[config.mk]
export PLATFORM = sky130hd
export DESIGN_NAME = ball_motion_control_flat
export DESIGN_NICKNAME = d
export VERILOG_FILES = /design/src/rtl/ball_motion_control_if.sv /design/src/rtl/ball_motion_control.sv /design/src/flat_wrapper.sv
export SDC_FILE = /design/constraint.sdc
export NUM_CORES = 1
export LEC_CHECK = 0
export CAP_MARGIN = 10
export CORE_ASPECT_RATIO = 1.4
export CORE_MARGIN = 2
export CORE_UTILIZATION = 51
export DETAILED_ROUTE_END_ITERATION = 8
export MAX_ROUTING_LAYER = met4
export PLACE_DENSITY = 0.77
export SETUP_SLACK_MARGIN = 0.1
export SYNTH_ARGS = -nofsm -noshare
export SYNTH_HDL_FRONTEND = slang
export SYNTH_SLANG_ARGS = --single-unit
[constraint.sdc]
create_clock -name clk -period 2.35 [get_ports clk]
set_input_delay 0.47 -clock clk [delete_from_list [all_inputs] [get_ports clk]]
set_output_delay 0.47 -clock clk [all_outputs]
set_load 0.01 [all_outputs]
[src/rtl/ball_motion_control_if.sv]
// ---------------------------------------------------------------------------
// ball_motion_control_if
// Groups the signals between the ball motion controller and its neighbours:
// the collision/direction logic (enable, x_du, y_du, speed, x, y, size,
// logic_go) and the VGA pixel writer (vga_x, vga_y, colour, plot), plus busy.
//   master : the ball motion controller (drives position, go and plot bus)
//   slave  : the surrounding game logic / plotter side
// ---------------------------------------------------------------------------
interface ball_motion_control_if;
  logic       enable;
  logic       x_du;
  logic       y_du;
  logic [1:0] speed;
  logic [9:0] x;
  logic [9:0] y;
  logic [9:0] size;
  logic       logic_go;
  logic [9:0] vga_x;
  logic [9:0] vga_y;
  logic [2:0] colour;
  logic       plot;
  logic       busy;

  modport master (
    input  enable, x_du, y_du, speed,
    output x, y, size, logic_go, vga_x, vga_y, colour, plot, busy
  );

  modport slave (
    output enable, x_du, y_du, speed,
    input  x, y, size, logic_go, vga_x, vga_y, colour, plot, busy
  );
endinterface

[src/rtl/ball_motion_control.sv]
// ---------------------------------------------------------------------------
// ball_motion_control
// Owns the ball position and steps it one pixel per frame tick. Each frame:
// pulse logic_go, wait SETTLE cycles for the collision logic, erase the old
// ball, move using x_du/y_du (saturating at the screen edges), redraw.
//
// Ports:
//   clk    : system clock
//   resetn : synchronous, active-low reset
//   bus    : ball_motion_control_if.master
//            in  enable, x_du, y_du, speed
//            out x, y, size, logic_go, vga_x, vga_y, colour, plot, busy
//
// Build option: define BALL_SPEED_SEL_EN to start a frame only on every
// (4 - speed)-th tick; otherwise speed is ignored and every tick starts one.
// ---------------------------------------------------------------------------
module ball_motion_control #(
  parameter int          TICK_DIV    = 833333,
  parameter int          SETTLE      = 20,
  parameter int          BALL_SIZE   = 4,
  parameter int          X_MAX       = 160,
  parameter int          Y_MAX       = 120,
  parameter int          X_START     = 80,
  parameter int          Y_START     = 100,
  parameter logic [2:0]  BALL_COLOUR = 3'b111,
  parameter logic [2:0]  BG_COLOUR   = 3'b000
) (
  input logic                   clk,
  input logic                   resetn,
  ball_motion_control_if.master bus
);

  localparam int         TW       = (TICK_DIV > 1) ? $clog2(TICK_DIV) : 1;
  localparam int         SW       = $clog2(SETTLE + 1);
  localparam logic [9:0] X_LIM    = 10'(X_MAX - BALL_SIZE);
  localparam logic [9:0] Y_LIM    = 10'(Y_MAX - BALL_SIZE);
  localparam logic [3:0] PIX_LAST = 4'(BALL_SIZE - 1);

  typedef enum logic [2:0] {S_IDLE, S_GO, S_SETTLE, S_ERASE, S_MOVE, S_DRAW} state_t;

  // One-pixel step that sticks at 0 and at the upper limit.
  function automatic logic [9:0] step_sat(input logic [9:0] pos, input logic up,
                                          input logic [9:0] lim);
    if (up) return (pos >= lim) ? lim : pos + 10'd1;
    else    return (pos == 10'd0) ? 10'd0 : pos - 10'd1;
  endfunction

  state_t          r_state;
  logic [TW-1:0]   r_tick_cnt;
  logic            r_pending;
  logic [SW-1:0]   r_settle;
  logic [3:0]      r_px, r_py;
  logic [9:0]      r_x, r_y;
  logic            r_logic_go;
  logic            r_plot;
  logic [9:0]      r_vga_x, r_vga_y;
  logic [2:0]      r_colour;

  logic            w_tick, w_frame_tick, w_start, w_last_pix;
  logic [3:0]      w_nx_px, w_nx_py;
  logic [9:0]      w_new_x, w_new_y;

  assign w_tick = bus.enable && (r_tick_cnt == TW'(TICK_DIV - 1));

`ifdef BALL_SPEED_SEL_EN
  // Counts ticks whose frames are suppressed; the (4 - speed)-th tick fires.
  logic [1:0] r_skip;
  logic       w_skip_hit;
  assign w_skip_hit   = (r_skip == (2'd3 - bus.speed));
  assign w_frame_tick = w_tick && w_skip_hit;
`else
  logic w_unused_speed;
  assign w_unused_speed = ^bus.speed;
  assign w_frame_tick   = w_tick;
`endif

  // A tick arriving while idle starts the frame directly instead of waiting
  // a cycle in pending.
  assign w_start    = bus.enable && (r_pending || w_frame_tick);
  assign w_last_pix = (r_px == PIX_LAST) && (r_py == PIX_LAST);
  assign w_nx_px    = (r_px == PIX_LAST) ? 4'd0 : r_px + 4'd1;
  assign w_nx_py    = (r_px == PIX_LAST) ? r_py + 4'd1 : r_py;
  assign w_new_x    = step_sat(r_x, bus.x_du, X_LIM);
  assign w_new_y    = step_sat(r_y, bus.y_du, Y_LIM);

  always_ff @(posedge clk) begin
    if (!resetn) begin
      r_state    <= S_IDLE;
      r_tick_cnt <= '0;
      r_pending  <= 1'b0;
      r_settle   <= '0;
      r_px       <= 4'd0;
      r_py       <= 4'd0;
      r_x        <= 10'(X_START);
      r_y        <= 10'(Y_START);
      r_logic_go <= 1'b0;
      r_plot     <= 1'b0;
      r_vga_x    <= 10'd0;
      r_vga_y    <= 10'd0;
      r_colour   <= BG_COLOUR;
`ifdef BALL_SPEED_SEL_EN
      r_skip     <= 2'd0;
`endif
    end else begin
      if (bus.enable)
        r_tick_cnt <= (r_tick_cnt == TW'(TICK_DIV - 1)) ? '0 : r_tick_cnt + TW'(1);
`ifdef BALL_SPEED_SEL_EN
      if (w_tick)
        r_skip <= w_skip_hit ? 2'd0 : r_skip + 2'd1;
`endif
      // Pending is one deep: extra ticks while set are simply absorbed.
      if (r_state == S_IDLE && w_start) r_pending <= 1'b0;
      else if (w_frame_tick)            r_pending <= 1'b1;

      r_logic_go <= 1'b0;
      r_plot     <= 1'b0;

      case (r_state)
        S_IDLE: begin
          if (w_start) begin
            r_state    <= S_GO;
            r_logic_go <= 1'b1;
          end
        end
        S_GO: begin
          r_state  <= S_SETTLE;
          r_settle <= '0;
        end
        S_SETTLE: begin
          if (r_settle == SW'(SETTLE - 1)) begin
            r_state  <= S_ERASE;
            r_px     <= 4'd0;
            r_py     <= 4'd0;
            r_plot   <= 1'b1;
            r_colour <= BG_COLOUR;
            r_vga_x  <= r_x;
            r_vga_y  <= r_y;
          end else begin
            r_settle <= r_settle + SW'(1);
          end
        end
        // Outputs are registered, so each cycle presents the pixel chosen on
        // the previous edge and the counters point at the pixel on display.
        S_ERASE, S_DRAW: begin
          if (w_last_pix) begin
            r_state <= (r_state == S_ERASE) ? S_MOVE : S_IDLE;
          end else begin
            r_px    <= w_nx_px;
            r_py    <= w_nx_py;
            r_plot  <= 1'b1;
            r_vga_x <= r_x + {6'd0, w_nx_px};
            r_vga_y <= r_y + {6'd0, w_nx_py};
          end
        end
        S_MOVE: begin
          r_x      <= w_new_x;
          r_y      <= w_new_y;
          r_state  <= S_DRAW;
          r_px     <= 4'd0;
          r_py     <= 4'd0;
          r_plot   <= 1'b1;
          r_colour <= BALL_COLOUR;
          r_vga_x  <= w_new_x;
          r_vga_y  <= w_new_y;
        end
        default: r_state <= S_IDLE;
      endcase
    end
  end

  assign bus.x        = r_x;
  assign bus.y        = r_y;
  assign bus.size     = 10'(BALL_SIZE);
  assign bus.logic_go = r_logic_go;
  assign bus.vga_x    = r_vga_x;
  assign bus.vga_y    = r_vga_y;
  assign bus.colour   = r_colour;
  assign bus.plot     = r_plot;
  assign bus.busy     = (r_state != S_IDLE);

endmodule

[src/flat_wrapper.sv]
// flat-port wrapper written by rule: the top's interface ports become plain ports
module ball_motion_control_flat 
#(
  parameter int          TICK_DIV    = 833333,
  parameter int          SETTLE      = 20,
  parameter int          BALL_SIZE   = 4,
  parameter int          X_MAX       = 160,
  parameter int          Y_MAX       = 120,
  parameter int          X_START     = 80,
  parameter int          Y_START     = 100,
  parameter logic [2:0]  BALL_COLOUR = 3'b111,
  parameter logic [2:0]  BG_COLOUR   = 3'b000
)
  (clk, resetn, bus_enable, bus_x_du, bus_y_du, bus_speed, bus_x, bus_y, bus_size, bus_logic_go, bus_vga_x, bus_vga_y, bus_colour, bus_plot, bus_busy);
  ball_motion_control_if bus_i ();
  input logic clk;
  input logic resetn;
  input wire logic [$bits(bus_i.enable)-1:0] bus_enable;
  input wire logic [$bits(bus_i.x_du)-1:0] bus_x_du;
  input wire logic [$bits(bus_i.y_du)-1:0] bus_y_du;
  input wire logic [$bits(bus_i.speed)-1:0] bus_speed;
  output wire logic [$bits(bus_i.x)-1:0] bus_x;
  output wire logic [$bits(bus_i.y)-1:0] bus_y;
  output wire logic [$bits(bus_i.size)-1:0] bus_size;
  output wire logic [$bits(bus_i.logic_go)-1:0] bus_logic_go;
  output wire logic [$bits(bus_i.vga_x)-1:0] bus_vga_x;
  output wire logic [$bits(bus_i.vga_y)-1:0] bus_vga_y;
  output wire logic [$bits(bus_i.colour)-1:0] bus_colour;
  output wire logic [$bits(bus_i.plot)-1:0] bus_plot;
  output wire logic [$bits(bus_i.busy)-1:0] bus_busy;
  assign bus_i.enable = bus_enable;
  assign bus_i.x_du = bus_x_du;
  assign bus_i.y_du = bus_y_du;
  assign bus_i.speed = bus_speed;
  assign bus_x = bus_i.x;
  assign bus_y = bus_i.y;
  assign bus_size = bus_i.size;
  assign bus_logic_go = bus_i.logic_go;
  assign bus_vga_x = bus_i.vga_x;
  assign bus_vga_y = bus_i.vga_y;
  assign bus_colour = bus_i.colour;
  assign bus_plot = bus_i.plot;
  assign bus_busy = bus_i.busy;
  ball_motion_control #(.TICK_DIV(TICK_DIV), .SETTLE(SETTLE), .BALL_SIZE(BALL_SIZE), .X_MAX(X_MAX), .Y_MAX(Y_MAX), .X_START(X_START), .Y_START(Y_START), .BALL_COLOUR(BALL_COLOUR), .BG_COLOUR(BG_COLOUR)) u_core (.clk(clk), .resetn(resetn), .bus(bus_i));
endmodule
==> impl_metrics.env <==
export IMPL_status="complete, but fails checks"
export IMPL_violations="setup timing"
export IMPL_dp_cells=853
export IMPL_r2r_cells=11
export IMPL_setup_violations=10
export IMPL_layout_drive_gt1_share=0.1930
export IMPL_dr_first_iter_drc_count=461
export IMPL_holdPathStages=2
export IMPL_synth_top_area_frac=0.3073
export IMPL_io_buffers=50
export IMPL_cts_sinks=80
export IMPL_crit_chain="ha_4, nor3b_4, nand4_1, xnor2_2, ha_1, a21oi_2, nand2_2, nand2_4, nor2_4, mux2_4, a31oi_1"
export IMPL_relSlewSlack=0.6169
export IMPL_cp_required_ns=2.63
export IMPL_drc=0
export IMPL_synthToLayoutAreaGrowth_pct=28.52
export IMPL_synthTopCellsByArea="dfxtp_1 31%, nand2_1 5.2%, o21ai_0 4.4%, ha_1 4.3%, nor2_1 4.2%"
export IMPL_cellLeakagePower_nw=2.503
export IMPL_wire_per_inst_um=16.73
export IMPL_worst_slack_ns=-0.1854
export IMPL_synth_async_reset_ratio=0
export IMPL_min_period_ns=2.535
export IMPL_worstSkewPairLatency_ns=0.35
export IMPL_synth_ff_type="dfxtp_1"
export IMPL_drt_vias_per_instance=5.938
export IMPL_grt_use_total=0.2793
export IMPL_critical_path_max_fanout=6
export IMPL_timing_fmax_mhz=394.4
export IMPL_path_clk_slew_ns=0.07
export IMPL_synth_cells=658
export IMPL_route_vias_total=5202
export IMPL_wl_um=14660
export IMPL_coreArea_sq_um=9953
export IMPL_rsz0062_at_grt="true"
export IMPL_worst_pin_slew_ns=0.5739
export IMPL_final_cells=876
export IMPL_grt_overflow=0
export IMPL_nNetsFinal=763
export IMPL_cts_tree="done"
export IMPL_dieArea_sq_um=11050
export IMPL_grt_max_degree=28
export IMPL_crit_family="simple AND/OR/NAND/NOR gates"
export IMPL_fin_hold_ws_ns=0.5262
export IMPL_globalplace_congestion=0.8943
export IMPL_critPathArrivalTime_ns=2.81
export IMPL_grt_pass1_vias=5029
export IMPL_grt_pass1_wl_um=23630
export IMPL_place_ws_ns=-0.2258
export IMPL_hold_path_class="flip-flop to flip-flop"
export IMPL_maxCapViolations=0
export IMPL_cpMaxStageDelayCell="dfxtp_4"
export IMPL_seq_area_frac_synth=0.3073
export IMPL_finalMaxSlewViolations=0
export IMPL_clockRootBuffer="clkbuf_16"
export IMPL_die_w_um=89.43
export IMPL_yosysTopAreaCell="dfxtp_1"
export IMPL_power_density_nw_per_um2=457.1
export IMPL_cp_depth=11
export IMPL_num_rows=43
export IMPL_ys_ff_latch=80
export IMPL_vdd_drop_max_v=0.0004644
export IMPL_die_h_um=123.6
export IMPL_slowest_delay_ns=0.36
export IMPL_ys_warn_count=0
export IMPL_antenna_found_initial=0
export IMPL_ant_nets=0
export IMPL_cp_end_kind="flip-flop"
export IMPL_power_w=0.003062
export IMPL_cts_hold_buf=0
export IMPL_htreeDepth=3
export IMPL_fin_worst_skew_ns=0.007762
export IMPL_io_pins=63
export IMPL_first_pass_iters=5
export IMPL_antenna_cells=0
export IMPL_hold_viol=0
export IMPL_hpwl_um=10390
export IMPL_cts_max_path_buffers=2
export IMPL_layout_commonest_cell="dfxtp_1"
export IMPL_min_period_over_period=1.079
export IMPL_start_util=0.5236
export IMPL_final_cell_mix="76 x dfxtp_1, 69 x nand2_1, 61 x buf_4"
export IMPL_yosysUniqueCellTypes=86
export IMPL_synth_area_sq_um=5211
export IMPL_startpoint_type="flip-flop"
export IMPL_synth_edf_count=0
export IMPL_critPathBufInv=0
export IMPL_post_synth_cell_area_avg_sq_um=7.920
export IMPL_crit_type="flip-flop to flip-flop"
export IMPL_cts_buffers=9
-- cell type report --
type | instances | area (sq um)
clock buffer | 9 | 225.2
clock inverter | 7 | 108.9
fill | 799 | 3256
inverter | 25 | 93.84
multi-input combinational | 507 | 3502
sequential | 80 | 1609
tap | 135 | 168.9
timing repair buffer | 113 | 989.7
-- where the power goes --
part	switching [W]	total, W	internal, W
Sequential	0.00000596	0.00136	0.00136
Clock	0.000650	0.00161	0.000958
Combinational	0.0000568	0.0000901	0.0000333
Total	0.000713	0.00306	0.00235
-- state kept, by name, indices dropped and copies added, names as in the netlist --
signal,flops
u_core.bus.colour,1
u_core.r_settle,5
u_core.bus.plot,1
u_core.bus.vga_x,10
u_core.r_py,4
u_core.bus.x,10
u_core.bus.vga_y,10
u_core.r_px,4
u_core.r_state,3
u_core.bus.logic_go,1
u_core.bus.y,10
u_core.r_tick_cnt,20
u_core.r_pending,1
-- timing repair --
| item | in CTS | in global routing |
|---|---|---|
| buffers inserted | 4 | 3 |
| pin swaps | 14 | 21 |
| setup endpoints to repair | 15 | 19 |
| endpoints found under the hold margin | 0 | 0 |
| gates resized for setup | 15 | 22 |
-- cell families after synthesis --
group | synth area share
AO/OA/AOI/OAI | 0.2298
XOR/XNOR | 0.07755
adder cells (fa/ha/maj) | 0.05090
buffers and inverters | 0.07323
flip-flops | 0.3073
multiplexers | 0.01657
other | 0.001441
AND/OR/NAND/NOR | 0.2432
-- cells in the mapped netlist (3+ instances only) --
| library cell | number |
|---|---|
| o31ai_1 | 3 |
| and4_1 | 3 |
| a211oi_1 | 4 |
| a41oi_1 | 4 |
| a21boi_1 | 3 |
| o21bai_1 | 3 |
| and2_1 | 5 |
| xor2_1 | 21 |
| a21boi_0 | 11 |
| a22oi_1 | 6 |
| a31oi_1 | 23 |
| nor2_1 | 59 |
| nand3b_1 | 5 |
| buf_2 | 11 |
| o211ai_1 | 4 |
| or3_1 | 3 |
| o21ai_1 | 4 |
| nor2b_1 | 7 |
| xnor2_1 | 22 |
| o21a_1 | 4 |
| nor4_1 | 6 |
| mux2_2 | 5 |
| buf_4 | 15 |
| a21o_1 | 4 |
| nand2b_1 | 3 |
| nor3_1 | 12 |
| o21ai_0 | 46 |
| ha_1 | 18 |
| nand2_1 | 72 |
| clkbuf_1 | 23 |
| nand4_1 | 16 |
| and3_1 | 9 |
| nand3_1 | 23 |
| mux2i_1 | 3 |
| a21oi_1 | 28 |
| buf_1 | 3 |
| inv_1 | 25 |
| dfxtp_1 | 80 |
-- metrics by stage --
step	util	setup TNS, ns	area [sq um]
after floorplan	-	0	5294
after global placement	0.6137	-0.4069	6108
after detailed placement	0.6137	-1.326	6108
after CTS	0.6585	-0.8737	6554
after global routing	0.6729	-2.193	6698
final	0.6729	-1.063	6698
-- worst register-to-register path: cells and delay by family, from the launching register on --
kind            cells  cell delay, ns
fa+ha+maj           2            0.44
simple gates        5            0.75
compound gates      2            0.33
mux                 1            0.29
xor+xnor            1            0.30
flops               1            0.36
-- metal layers --
metal / vias to the layer above / part of all wire / track usage
li1: 2513 / - / -
met2: 195 / 0.52 / 0.4856
met3: 42 / 0.050 / 0.05103
met5: - / 0 / -
met4: 0 / 0.030 / 0.1175
met1: 2452 / 0.40 / 0.3094
-- worst paths after layout --
check / slack [ns] / endpoint / startpoint
max reg2reg: -0.19 / u_core.bus.vga_y[8] / u_core.r_px[0]
min reg2reg: 0.53 / u_core.r_py[2] / u_core.r_py[2]
max: -0.19 / u_core.bus.vga_y[8] / u_core.r_px[0]
min: 0.53 / u_core.r_py[2] / u_core.r_py[2]
Note: power is estimated with default switching activity, not from simulation.
==> variant 1 (same flow settings) <==
Re-encode `state_t` (6 states) as one-hot, 6 bits wide.
--- a/src/rtl/ball_motion_control.sv
+++ b/src/rtl/ball_motion_control.sv
@@ -36,7 +36,7 @@
   localparam logic [9:0] Y_LIM    = 10'(Y_MAX - BALL_SIZE);
   localparam logic [3:0] PIX_LAST = 4'(BALL_SIZE - 1);
 
-  typedef enum logic [2:0] {S_IDLE, S_GO, S_SETTLE, S_ERASE, S_MOVE, S_DRAW} state_t;
+  typedef enum logic [5:0] {S_IDLE = 6'b000001, S_GO = 6'b000010, S_SETTLE = 6'b000100, S_ERASE = 6'b001000, S_MOVE = 6'b010000, S_DRAW = 6'b100000} state_t;
 
   // One-pixel step that sticks at 0 and at the upper limit.
   function automatic logic [9:0] step_sat(input logic [9:0] pos, input logic up,
Check against the original RTL: no difference found for any inputs over 10 cycles, from zero or initial values and one cycle with resetn low; not proved beyond that.
==> variant 1 against the unedited design <==
The flow still finishes with violations (setup timing); hold slack got worse by 0.068 ns; sequential cell count is 3 higher; largest power group unchanged; combinational power increased by 15%; design area grew 3.8%; routed wire length increased by 8.1%; clock power is 7% lower; sequential share of layout area hardly changed; count of clock-buffer cells in the layout grew 2; power is 1.9% lower; area after synthesis up 1.6%; setup slack worse by 0.18 ns.
==> variant 1: results (changes against the unedited design) <==
| Metric | Value |
|---|---|
| Post-CTS Setup Inserts | 14 (+10) |
| Count of placed standard cells including taps | 859 (+0.70%) |
| Sequential cell area fraction in the yosys report | 0.314 (+0.00648) |
| Setup TNS | -2.62 ns (-1.56 ns) |
| Post-route non-filler standard cell count | 895 (+2.2%) |
| Wire length of the first global-routing pass | 24700 um (+4.6%) |
| Post-detailed-placement half-perimeter wirelength | 10500 um (+1.1%) |
| Unique cell type count in the Yosys netlist | 81 (-5.8%) |
| Slew at the pin closest to its max-slew limit | 0.598 ns (+0.0239 ns) |
| Via Count | 5456 (+4.9%) |
| Area of placed instances | 0.00619 mm2 (+1.4%) |
| Peak supply drop | 0.351 mV (-24%) |
| Final setup vio count | 16 (+6) |
| Tot Pwr | 3.00 mW (-1.9%) |
| Sum of met2 wire segment lengths after detailed routing | 8300 um (+8.9%) |
| Number of fill cells in the layout | 803 (+0.50%) |
| GRT Resource Usage Total | 0.273 (-0.00660) |
| Sw Pwr | 672 uW (-5.7%) |
| Worst-case setup margin in the final layout | -0.362 ns (-0.177 ns) |
| Violated checks | setup timing |
| Outcome | complete, but fails checks |
| Logic gate share of total power | 0.035 (+0.006) |
| Proportion of layout cells with a drive suffix above 1 | 0.235 (+0.0422) |
| Top post-synthesis cells by area | sky130_fd_sc_hd__dfxtp_1 (31%), sky130_fd_sc_hd__xor2_1 (4.6%), sky130_fd_sc_hd__nor2_1 (4.5%) |
| Leak | 2.67 nW (+6.6%) |
| Pin count of the biggest net entering global routing | 24 (-14%) |
[variant 1: final timing paths]
path | to | start | cells after the start | slack, ns
worst min register to register | u_core.r_settle[4]$_SDFFE_PN0P_ | u_core.r_settle[4]$_SDFFE_PN0P_ | 1 | 0.46
worst max register to register | u_core.bus.vga_y[6]$_SDFFE_PN0P_ | u_core.r_px[0]$_SDFFE_PN0P_ | 13 | -0.36
worst max-delay path | u_core.bus.vga_y[6]$_SDFFE_PN0P_ | u_core.r_px[0]$_SDFFE_PN0P_ | 13 | -0.36
worst min-delay path | u_core.r_settle[4]$_SDFFE_PN0P_ | u_core.r_settle[4]$_SDFFE_PN0P_ | 1 | 0.46
[variant 1: critical path, cell delays in order (launching register included)]
cell and delay, ns:
sky130_fd_sc_hd__dfxtp_2 0.35, sky130_fd_sc_hd__ha_4 0.14, sky130_fd_sc_hd__nor3b_4 0.30, sky130_fd_sc_hd__buf_6 0.17
sky130_fd_sc_hd__xor2_4 0.16, sky130_fd_sc_hd__ha_4 0.15, sky130_fd_sc_hd__inv_2 0.03, sky130_fd_sc_hd__fa_2 0.36
sky130_fd_sc_hd__nor2b_4 0.15, sky130_fd_sc_hd__o21ai_4 0.08, sky130_fd_sc_hd__a21oi_2 0.13, sky130_fd_sc_hd__o21bai_1 0.10
sky130_fd_sc_hd__a221oi_1 0.35, sky130_fd_sc_hd__a21oi_1 0.11
[variant 1: area by class of cell]
class | count | area [um2] | area share
Inverter | 23 | 86.3 | 0.0124
Tap cell | 138 | 173 | 0.0248
Timing Repair Buffer | 131 | 1120 | 0.161
Multi-Input combinational cell | 504 | 3590 | 0.516
Sequential cell | 83 | 1670 | 0.240
Clock buffer | 11 | 253 | 0.0363
Clock inverter | 5 | 61.3 | 0.00881
==> variant 2 (config.mk and constraints unchanged) <==
Without the edit above. Add a define of `BALL_SPEED_SEL_EN`.
--- a/src/rtl/ball_motion_control.sv
+++ b/src/rtl/ball_motion_control.sv
@@ -14,6 +14,8 @@
 // Build option: define BALL_SPEED_SEL_EN to start a frame only on every
 // (4 - speed)-th tick; otherwise speed is ignored and every tick starts one.
 // ---------------------------------------------------------------------------
+`define BALL_SPEED_SEL_EN
+
 module ball_motion_control #(
   parameter int          TICK_DIV    = 833333,
   parameter int          SETTLE      = 20,
Behaviour: no difference found for any inputs over 10 cycles, from zero or initial values and one cycle with resetn low; that may be too few to reach the edited logic, so the function may still have changed.
==> variant 2 against the unedited design <==
The flow still finishes with violations (setup timing); maximum frequency down 3.1%; design area increased by 0.21%; cell count rose by 0.80%; setup slack worse by 0.082 ns; first-iteration DRC count grew 2.0%; area after synthesis about the same; critical path type unchanged; critical endpoint unchanged; sequential cell count increased by 2; synthesized cell count grew 1.2%; routed wire length up 0.41%.
Power is not compared: it rests on default switching activity, and its combinational part moved more than twofold at a synthesized area within 25%.
==> variant 2: results (changes against the unedited design) <==
| Metric | Value |
|---|---|
| Met1 track utilization from global routing | 0.322 (+0.0127) |
| Count of placed standard cells including taps | 857 (+0.47%) |
| Synthesized netlist cell count | 666 (+1.2%) |
| Top post-synthesis cells by area | sky130_fd_sc_hd__dfxtp_1 (31%), sky130_fd_sc_hd__nor2_1 (5.0%), sky130_fd_sc_hd__nand2_1 (4.7%) |
| Wirelength per Cell | 16.7 um (-0.39%) |
| Area of placed instances | 0.00616 mm2 (+0.82%) |
| Worst-case setup margin in the final layout | -0.267 ns (-0.0817 ns) |
| Violated checks | setup timing |
| GRT Resource Usage Total | 0.281 (+0.00129) |
| Final weighted congestion in routability-driven placement | 0.914 (+2.2%) |
| M1 WL | 5930 um (+1.2%) |
| Data arrival time at the worst-slack endpoint | 2.89 ns (+0.08 ns) |
| Number of buffers inserted by port buffering | 52 (+4.0%) |
| Unique cell type count in the Yosys netlist | 79 (-8.1%) |
| Via count of the first global-routing pass | 5053 (+0.48%) |
| Cell class contributing the biggest share of worst-path delay | adder cells |
| Sequential cell area fraction in the yosys report | 0.315 (+0.00738) |
| Setup TNS | -2.16 ns (-1.10 ns) |
| Final setup skew | 0.00587 ns (-0.00189 ns) |
| Outcome | complete, but fails checks |
| Post-route non-filler standard cell count | 883 (+0.80%) |
| Via Count | 5331 (+2.5%) |
| Post-CTS Setup Inserts | 6 (+2) |
| Dpl ws | -0.208 ns (+0.0179 ns) |
| Met2 routing resource usage after global routing | 0.464 (-0.0218) |
| Number of fill cells in the layout | 811 (+1.5%) |
| Relative slew margins | 0.652 (+0.0351) |
| GR met3 Demand/Resource | 0.0524 (+0.00133) |
| Amount of wire on met3 after detailed routing | 803 um (+8.8%) |
| Cell with the biggest individual delay on the critical path | sky130_fd_sc_hd__fa_2 |
| Final setup vio count | 15 (+5) |
| Pin count of the biggest net entering global routing | 34 (+21%) |
[variant 2: changes by cell type in the layout (fill, tap and decap cells not counted), moves of 7 or more]
cell                       delta
sky130_fd_sc_hd__nand3_1      +7
sky130_fd_sc_hd__a21oi_1     +18
sky130_fd_sc_hd__inv_1       -10
sky130_fd_sc_hd__a21boi_0    -11
sky130_fd_sc_hd__nor2_1      +11
[variant 2: path summary, 6_finish.rpt]
| check | from | to | slack [ns] | cells after the start |
|---|---|---|---|---|
| worst max-delay path | u_core.r_px[1]$_SDFFE_PN0P_ | u_core.bus.vga_y[8]$_SDFFE_PN0P_ | -0.27 | 12 |
| worst min-delay path | u_core.r_skip[0]$_SDFFE_PN0N_ | u_core.r_skip[0]$_SDFFE_PN0N_ | 0.51 | 2 |
| worst max register to register | u_core.r_px[1]$_SDFFE_PN0P_ | u_core.bus.vga_y[8]$_SDFFE_PN0P_ | -0.27 | 12 |
| worst min register to register | u_core.r_skip[0]$_SDFFE_PN0N_ | u_core.r_skip[0]$_SDFFE_PN0N_ | 0.51 | 2 |
[variant 2: layout make-up]
class	instances	area, um2	area share
clock buffer	11	254	0.0378
clock inverter	5	85.1	0.0127
sequential	82	1650	0.246
timing repair buffer	117	1040	0.155
inverter	15	56.3	0.00839
multi-input combinational	518	3460	0.516
tap	135	169	0.0252
[variant 2: cells by family (layout without fill, tap and decap cells)]
family | after synthesis | count (layout) | share of synthesized area
compound gates | 174 | 174 | 0.216
xor+xnor | 45 | 45 | 0.0770
fa+ha+maj | 20 | 20 | 0.0504
buf+inv | 74 | 148 | 0.0679
flops | 82 | 82 | 0.315
mux | 10 | 10 | 0.0213
other cells | 2 | 10 | 0.00144
simple gates | 259 | 259 | 0.252
[variant 2: power breakdown]
part           internal (mW)  switching [mW]
clock network          0.999           0.598
logic                  0.139           0.163
registers               1.43          0.0301
